**config.mk**
```make
export PLATFORM = sky130hd
export DESIGN_NAME = rv_ctl_flat
export DESIGN_NICKNAME = d
export VERILOG_FILES = /design/src/rtl/rv_ctl_if.sv /design/src/rtl/rv_ctl.sv /design/src/flat_wrapper.sv
export SDC_FILE = /design/constraint.sdc
export NUM_CORES = 1
export LEC_CHECK = 0
export CORE_ASPECT_RATIO = 2
export CORE_MARGIN = 2
export CORE_UTILIZATION = 26
export DETAILED_ROUTE_END_ITERATION = 16
export GPL_ROUTABILITY_DRIVEN = 0
export PLACE_DENSITY_LB_ADDON = 0.12
export SLEW_MARGIN = 20
export SYNTH_ARGS = -nofsm -noshare
export SYNTH_HDL_FRONTEND = slang
export SYNTH_SLANG_ARGS = --single-unit
```
**constraint.sdc**
```tcl
create_clock -name clk -period 1.47 [get_ports clk]
set_clock_uncertainty 0.2 [all_clocks]
set_input_delay 0.294 -clock clk [delete_from_list [all_inputs] [get_ports clk]]
set_output_delay 0.294 -clock clk [all_outputs]
set_load 0.03 [all_outputs]
```
**src/rtl/rv_ctl_if.sv**
```systemverilog
// rv_ctl_if: control/status bundle between the rv_ctl FSM and the rv_dp datapath.
//   instr, zero      : datapath -> controller (IR contents, ALU result == 0)
//   pcsourse, pcwrite, pccen, irwrite, regwen, bff, bsel, mdrwrite : 1-bit controls
//   wbsel, immsel, asel : 2-bit controls
//   alusel           : 4-bit ALU operation select
// Modports: master = controller side, slave = datapath side.
interface rv_ctl_if #(
    parameter int DPWIDTH = 32
);
    logic [DPWIDTH-1:0] instr;
    logic               zero;
    logic               pcsourse;
    logic               pcwrite;
    logic               pccen;
    logic               irwrite;
    logic               regwen;
    logic               bff;
    logic               bsel;
    logic               mdrwrite;
    logic [1:0]         wbsel;
    logic [1:0]         immsel;
    logic [1:0]         asel;
    logic [3:0]         alusel;

    modport master (
        input  instr, zero,
        output pcsourse, pcwrite, pccen, irwrite, regwen, bff, bsel, mdrwrite,
               wbsel, immsel, asel, alusel
    );

    modport slave (
        output instr, zero,
        input  pcsourse, pcwrite, pccen, irwrite, regwen, bff, bsel, mdrwrite,
               wbsel, immsel, asel, alusel
    );
endinterface

```
**src/rtl/rv_ctl.sv**
```systemverilog
// rv_ctl: multicycle control FSM for the rv_dp RV32I datapath.
// Executes ALU, load/store, branch, JAL and JALR one state per cycle, gates new
// fetches with run, and parks in a sticky TRAP state on illegal opcodes.
// Ports:
//   clk, rst_n    : clock, asynchronous active-low reset
//   dp (master)   : instr/zero in, all datapath controls out (see rv_ctl_if)
//   run           : permits a new fetch, sampled only in FETCH
//   dmem_wen      : data memory write strobe
//   halt          : sticky illegal-instruction flag
//   instr_done    : one-cycle pulse in each instruction's final state
//   state         : current FSM state (debug)
//   cycle_cnt, instret_cnt : performance counters
// Optional feature macro: RV_CTL_PERF_EN enables the counters; when undefined the
// counter outputs are tied to zero and no counter flops are built.
module rv_ctl #(
    parameter int DPWIDTH = 32
) (
    input  logic               clk,
    input  logic               rst_n,
    rv_ctl_if.master           dp,
    input  logic               run,
    output logic               dmem_wen,
    output logic               halt,
    output logic               instr_done,
    output logic [3:0]         state,
    output logic [DPWIDTH-1:0] cycle_cnt,
    output logic [DPWIDTH-1:0] instret_cnt
);
    // Symbolic datapath encodings shared with rv_dp
    localparam logic [1:0] IMM_L = 2'd0, IMM_S = 2'd1, IMM_B = 2'd2, IMM_J = 2'd3;
    localparam logic [1:0] ALUA_REG = 2'd0, ALUA_PCC = 2'd1;
    localparam logic       ALUB_REG = 1'b0, ALUB_IMM = 1'b1;
    localparam logic [1:0] WB_ALUOUT = 2'd0, WB_MDR = 2'd1, WB_PC = 2'd2;
    localparam logic       PC_PLUS4 = 1'b0, PC_ALU = 1'b1;
    localparam logic       REGULAR_B = 1'b0;
    localparam logic [3:0] ALU_ADD = 4'd0, ALU_SUB = 4'd1, ALU_SLL = 4'd2, ALU_SLT = 4'd3,
                           ALU_SLTU = 4'd4, ALU_XOR = 4'd5, ALU_SRL = 4'd6, ALU_SRA = 4'd7,
                           ALU_OR = 4'd8, ALU_AND = 4'd9;

    typedef enum logic [3:0] {
        S_FETCH = 4'd0, S_DECODE = 4'd1, S_EXEC_R = 4'd2, S_EXEC_I = 4'd3,
        S_ALU_WB = 4'd4, S_MEM_ADDR = 4'd5, S_MEM_RD = 4'd6, S_MEM_WB = 4'd7,
        S_MEM_WR = 4'd8, S_BRANCH = 4'd9, S_JAL = 4'd10, S_JALR = 4'd11,
        S_JUMP_WB = 4'd12, S_TRAP = 4'd13
    } state_t;

    state_t state_reg, state_next;

    logic [6:0] opcode;
    logic [2:0] funct3;
    logic       alt;
    logic       unused_instr_bits;

    assign opcode = dp.instr[6:0];
    assign funct3 = dp.instr[14:12];
    assign alt    = dp.instr[30];
    assign unused_instr_bits = ^{dp.instr[DPWIDTH-1:31], dp.instr[29:15], dp.instr[11:7]};

    function automatic logic [3:0] f3_alu(input logic [2:0] f3, input logic a);
        case (f3)
            3'b000:  f3_alu = a ? ALU_SUB : ALU_ADD;
            3'b001:  f3_alu = ALU_SLL;
            3'b010:  f3_alu = ALU_SLT;
            3'b011:  f3_alu = ALU_SLTU;
            3'b100:  f3_alu = ALU_XOR;
            3'b101:  f3_alu = a ? ALU_SRA : ALU_SRL;
            3'b110:  f3_alu = ALU_OR;
            default: f3_alu = ALU_AND;
        endcase
    endfunction

    always_ff @(posedge clk or negedge rst_n) begin
        if (!rst_n) state_reg <= S_FETCH;
        else        state_reg <= state_next;
    end

    assign dp.bff = REGULAR_B;
    assign state  = state_reg;
    assign halt   = (state_reg == S_TRAP);   // TRAP is only left through reset

    always_comb begin
        state_next   = state_reg;
        dp.pcsourse  = PC_PLUS4;
        dp.pcwrite   = 1'b0;
        dp.pccen     = 1'b0;
        dp.irwrite   = 1'b0;
        dp.regwen    = 1'b0;
        dp.bsel      = ALUB_REG;
        dp.mdrwrite  = 1'b0;
        dp.wbsel     = WB_ALUOUT;
        dp.immsel    = IMM_L;
        dp.asel      = ALUA_REG;
        dp.alusel    = ALU_ADD;
        dmem_wen     = 1'b0;
        instr_done   = 1'b0;
        case (state_reg)
            S_FETCH: begin
                // rst_n qualifies the fetch strobes so nothing is written while reset is held
                if (run && rst_n) begin
                    dp.irwrite = 1'b1;
                    dp.pcwrite = 1'b1;
                    dp.pccen   = 1'b1;
                    state_next = S_DECODE;
                end
            end
            S_DECODE: begin
                // Precompute the branch target into aluout while dispatching
                dp.asel   = ALUA_PCC;
                dp.bsel   = ALUB_IMM;
                dp.immsel = IMM_B;
                case (opcode)
                    7'b0110011:             state_next = S_EXEC_R;
                    7'b0010011:             state_next = S_EXEC_I;
                    7'b0000011, 7'b0100011: state_next = S_MEM_ADDR;
                    7'b1100011:             state_next = S_BRANCH;
                    7'b1101111:             state_next = S_JAL;
                    7'b1100111:             state_next = S_JALR;
                    default:                state_next = S_TRAP;
                endcase
            end
            S_EXEC_R: begin
                dp.alusel  = f3_alu(funct3, alt);
                state_next = S_ALU_WB;
            end
            S_EXEC_I: begin
                // instr[30] is part of the immediate except for the shift-right pair
                dp.bsel    = ALUB_IMM;
                dp.alusel  = f3_alu(funct3, (funct3 == 3'b101) && alt);
                state_next = S_ALU_WB;
            end
            S_ALU_WB: begin
                dp.regwen  = 1'b1;
                instr_done = 1'b1;
                state_next = S_FETCH;
            end
            S_MEM_ADDR: begin
                // opcode bit 5 distinguishes store (0100011) from load (0000011)
                dp.bsel    = ALUB_IMM;
                dp.immsel  = opcode[5] ? IMM_S : IMM_L;
                state_next = opcode[5] ? S_MEM_WR : S_MEM_RD;
            end
            S_MEM_RD: begin
                dp.mdrwrite = 1'b1;
                state_next  = S_MEM_WB;
            end
            S_MEM_WB: begin
                dp.regwen  = 1'b1;
                dp.wbsel   = WB_MDR;
                instr_done = 1'b1;
                state_next = S_FETCH;
            end
            S_MEM_WR: begin
                dmem_wen   = 1'b1;
                instr_done = 1'b1;
                state_next = S_FETCH;
            end
            S_BRANCH: begin
                // The PC loads the target captured in DECODE while the compare
                // result overwrites aluout on the same edge.
                if (funct3 == 3'b010 || funct3 == 3'b011) begin
                    state_next = S_TRAP;
                end else begin
                    case (funct3)
                        3'b000:  begin dp.alusel = ALU_SUB;  dp.pcwrite = dp.zero;  end
                        3'b001:  begin dp.alusel = ALU_SUB;  dp.pcwrite = !dp.zero; end
                        3'b100:  begin dp.alusel = ALU_SLT;  dp.pcwrite = !dp.zero; end
                        3'b101:  begin dp.alusel = ALU_SLT;  dp.pcwrite = dp.zero;  end
                        3'b110:  begin dp.alusel = ALU_SLTU; dp.pcwrite = !dp.zero; end
                        default: begin dp.alusel = ALU_SLTU; dp.pcwrite = dp.zero;  end
                    endcase
                    dp.pcsourse = PC_ALU;
                    instr_done  = 1'b1;
                    state_next  = S_FETCH;
                end
            end
            S_JAL: begin
                dp.asel    = ALUA_PCC;
                dp.bsel    = ALUB_IMM;
                dp.immsel  = IMM_J;
                state_next = S_JUMP_WB;
            end
            S_JALR: begin
                dp.bsel    = ALUB_IMM;
                state_next = S_JUMP_WB;
            end
            S_JUMP_WB: begin
                dp.regwen   = 1'b1;
                dp.wbsel    = WB_PC;
                dp.pcwrite  = 1'b1;
                dp.pcsourse = PC_ALU;
                instr_done  = 1'b1;
                state_next  = S_FETCH;
            end
            S_TRAP: state_next = S_TRAP;
            default: state_next = S_FETCH;
        endcase
    end

`ifdef RV_CTL_PERF_EN
    logic [DPWIDTH-1:0] cycle_cnt_reg;
    logic [DPWIDTH-1:0] instret_cnt_reg;

    always_ff @(posedge clk or negedge rst_n) begin
        if (!rst_n) begin
            cycle_cnt_reg   <= '0;
            instret_cnt_reg <= '0;
        end else begin
            // Idle FETCH cycles and the halted state do not count as executed
            if (state_reg != S_TRAP && !(state_reg == S_FETCH && !run))
                cycle_cnt_reg <= cycle_cnt_reg + DPWIDTH'(1);
            if (instr_done)
                instret_cnt_reg <= instret_cnt_reg + DPWIDTH'(1);
        end
    end

    assign cycle_cnt   = cycle_cnt_reg;
    assign instret_cnt = instret_cnt_reg;
`else
    assign cycle_cnt   = '0;
    assign instret_cnt = '0;
`endif

endmodule

```
**src/flat_wrapper.sv**
```systemverilog
// flat-port wrapper written by rule: the top's interface ports become plain ports
module rv_ctl_flat 
#(
    parameter int DPWIDTH = 32
)
  (clk, rst_n, run, dmem_wen, halt, instr_done, state, cycle_cnt, instret_cnt, dp_instr, dp_zero, dp_pcsourse, dp_pcwrite, dp_pccen, dp_irwrite, dp_regwen, dp_bff, dp_bsel, dp_mdrwrite, dp_wbsel, dp_immsel, dp_asel, dp_alusel);
  rv_ctl_if #(.DPWIDTH(DPWIDTH)) dp_i ();
  input  logic clk;
  input  logic rst_n;
  input  logic run;
  output logic dmem_wen;
  output logic halt;
  output logic instr_done;
  output logic [3:0] state;
  output logic [DPWIDTH-1:0] cycle_cnt;
  output logic [DPWIDTH-1:0] instret_cnt;
  input wire logic [$bits(dp_i.instr)-1:0] dp_instr;
  input wire logic [$bits(dp_i.zero)-1:0] dp_zero;
  output wire logic [$bits(dp_i.pcsourse)-1:0] dp_pcsourse;
  output wire logic [$bits(dp_i.pcwrite)-1:0] dp_pcwrite;
  output wire logic [$bits(dp_i.pccen)-1:0] dp_pccen;
  output wire logic [$bits(dp_i.irwrite)-1:0] dp_irwrite;
  output wire logic [$bits(dp_i.regwen)-1:0] dp_regwen;
  output wire logic [$bits(dp_i.bff)-1:0] dp_bff;
  output wire logic [$bits(dp_i.bsel)-1:0] dp_bsel;
  output wire logic [$bits(dp_i.mdrwrite)-1:0] dp_mdrwrite;
  output wire logic [$bits(dp_i.wbsel)-1:0] dp_wbsel;
  output wire logic [$bits(dp_i.immsel)-1:0] dp_immsel;
  output wire logic [$bits(dp_i.asel)-1:0] dp_asel;
  output wire logic [$bits(dp_i.alusel)-1:0] dp_alusel;
  assign dp_i.instr = dp_instr;
  assign dp_i.zero = dp_zero;
  assign dp_pcsourse = dp_i.pcsourse;
  assign dp_pcwrite = dp_i.pcwrite;
  assign dp_pccen = dp_i.pccen;
  assign dp_irwrite = dp_i.irwrite;
  assign dp_regwen = dp_i.regwen;
  assign dp_bff = dp_i.bff;
  assign dp_bsel = dp_i.bsel;
  assign dp_mdrwrite = dp_i.mdrwrite;
  assign dp_wbsel = dp_i.wbsel;
  assign dp_immsel = dp_i.immsel;
  assign dp_asel = dp_i.asel;
  assign dp_alusel = dp_i.alusel;
  rv_ctl #(.DPWIDTH(DPWIDTH)) u_core (.clk(clk), .rst_n(rst_n), .dp(dp_i), .run(run), .dmem_wen(dmem_wen), .halt(halt), .instr_done(instr_done), .state(state), .cycle_cnt(cycle_cnt), .instret_cnt(instret_cnt));
endmodule
```
==> metrics <==
syn_area_per_cell a little over 7 um^2; Post-synth EDFFs 0; worst endpoint data arrival time 1.55 ns; worst reg-to-reg path cell count 7; fillers ~460; WS Path Type reg2out; area fraction in compound gates after synthesis 0.172; CTS HTree Levels 1; WP data required about 1 ns; # port buffers 37; sequential share of power 0.072; final worst slack -0.572 ns; crit path launch type flop; core area around 4500 um^2; largest family of logic cells by synthesized area buffers and inverters; worst setup path start u_core.state[3]$_DFFE_PN0P_; Die Height 99.9 um; Row Count 35; Clock Tree Buf Depth 2; vias 1267; Ys Warns 0; Die ar. 5190 um^2; critical path's top delay family simple AND/OR/NAND/NOR gates; pin count of the biggest net entering global routing 13; Final period util 1.39; initial drt markers 12; # nets final about 300; synthesized cell area 1200 um^2; clock sinks 4; R2R Path End u_core.state[3]$_DFFE_PN0P_; CTS tree done; hold slack roughly 0.18 ns; area of the multi-input gates about 1100 um^2; Power Dens Cells between 1000 and 1500 nW/um^2; GR Overflow Total 0; RSZ-0062 raised after global routing true; sequential cell area 105 um^2; Residual DRC 0; average wire per standard cell 10.8 um; Async SR Flop Fraction 1.00; crit path buf inv count 2; sequential area share after synthesis 0.0837; Slew Viols, Final 0; first-pass GRT wire length about 5.1 mm; Initial DRT Pass Iterations 4; dpl cell area about 1800 um^2; RR Startpoint u_core.state[2]$_DFFE_PN0P_; CP dominant cell by count buf_6; Net Sw Frac 0.480; Seq cells post-synth 4; Post-synth top flop dfrtp_1; switching power 0.00156 W; XOR/XNOR share of the synthesized area 0.00732; Int Pwr around 0.0017 W; status finished, violations left; crit path max-delay cell type dfrtp_2; clk slew on worst S/H paths 0.03 ns; post-synthesis mux area share 0.0356; simple-gate area share of the yosys netlist 0.217; Tightest Hold Check Type in2async; FMAX 490 MHz; cell count after synthesis between 150 and 200; gr usage total 0.126; final setup fails 26; CTS root buffer clkbuf_8; Routed Antenna Nets 0; final antenna diode count 0; slowest stage delay, CP 0.44 ns; Max-Cap Viols 0; flip-flop count of the largest register after layout 4; Critical Path Sink Type output port; post-synthesis adder-cell area fraction 0; DRT Wirelength around 3.4 mm; Hold Vio Cnt, Final 0; starting density of the core 0.265; # IOs 125; antenna violations before repair 0; Comb power frac 0.858; post-synth cell types 42; Die Wd about 52 um; CP Cell Sequence buf_6 -> nand2b_4 -> or2_4 -> nor2_1 -> or3_4 -> buf_6; drt via density approximately 4; layout cell share with drive strength beyond 1 0.548; static leakage approximately 1.1 nW; Clock power frac 0.070; Worst Path Max Fanout 4; failing checks setup timing; Syn-to-layout area delta 91.5%; Clk Latency, worst-skew pair approximately 0.22 ns; Final Critical Period between 2 and 2.5 ns; Final Instance Area between 2000 and 2500 um^2; Max IR drop VDD slightly above 0.0009 V; hold_buf cts 0; vias in the first global route 1093; post-DP HPWL between 2 and 3 mm; Tot Pwr 0.00324 W; Num CTS Buffers 3; R2R Setup Slk -0.35 ns
-- worst register-to-register path: cells and delay by family (launching register included) --
kind | cells | cell delay (ns)
and+or+nand+nor | 1 | 0.09
AOI/OAI and AO/OA | 2 | 0.38
buffers and inverters | 4 | 0.59
DFF | 1 | 0.44
-- power by group through the flow --
stage	logic (W)	registers (W)	clock network, W
after floorplan	0.00143	0.000290	0
after global placement	0.00199	0.000246	0
after detailed placement	0.00199	0.000243	0
after CTS	0.00255	0.000232	0.000234
after global routing	0.00295	0.000243	0.000253
final	0.00278	0.000233	0.000228
-- worst max-delay path by stage --
stage / cells past startpoint / slack, ns / to
after global placement: 6 / -1.19 / dp_pcwrite
after detailed placement: 6 / -1.19 / dp_pcwrite
final: 6 / -0.57 / dp_pcwrite
after floorplan: 5 / -0.39 / dp_pcwrite
after global routing: 5 / -0.63 / dp_alusel[1]
after CTS: 5 / -0.58 / dp_alusel[1]
-- placed cells by master (no fill, tap or decap), types with 4 or more instances in the layout --
cell and count:
buf_6 43, nor2_4 7, nand2_1 5, buf_4 40
dfrtp_2 4, dlygate4sd2_1 11, conb_1 66, nor2_1 6
-- cells by family (layout without fill, tap and decap cells) --
logic type,Yosys count,in the layout
mux,4,4
xor+xnor,1,1
flops,4,4
simple gates,47,47
compound gates,29,29
other cells,1,66
buf+inv,81,110
-- synthesized netlist by cell type (3+ instances only) --
cell type / n / area, um^2
nand2_1: 11 / 41.3
nand2b_1: 3 / 18.8
nor2_1: 12 / 45.0
buf_2: 5 / 25.0
o32ai_1: 3 / 26.3
o21ai_1: 5 / 25.0
nor3_1: 3 / 15.0
dfrtp_1: 4 / 100
buf_4: 69 / 518
nand3_1: 4 / 20.0
inv_1: 4 / 15.0
o21ai_0: 3 / 15.0
-- through the flow --
stage                util  std cells  setup TNS, ns  setup WS [ns]
global placement    0.392        288         -11.63          -1.19
finish              0.508        316         -10.03         -0.572
floorplan               -        232          -4.57         -0.390
CTS                 0.482        309          -9.99         -0.577
global route        0.508        316         -11.60         -0.631
detailed placement  0.392        288         -11.55          -1.19
-- routing by layer --
layer | share of wire | global-route usage
met1 | 0.35 | 0.142
met2 | 0.57 | 0.232
met3 | 0.071 | 0.0238
met4 | 0.0053 | 0.0304
met5 | 0 | 0
-- cell type report --
cell class / instances / area share
Multi-Input combinational cell: 147 / 0.461
Clock buffer: 3 / 0.0180
Timing Repair Buffer: 101 / 0.430
Inverter: 6 / 0.0142
Tap cell: 55 / 0.0300
Sequential cell: 4 / 0.0459
-- timing repair --
action / CTS / global route
setup endpoints to repair: 26 / 27
pin swaps: 12 / 7
gates resized for setup: 88 / 17
setup buffers: 18 / 9
endpoints found under the hold margin: 0 / 0
No activity file was read; power rests on OpenSTA's default activity.
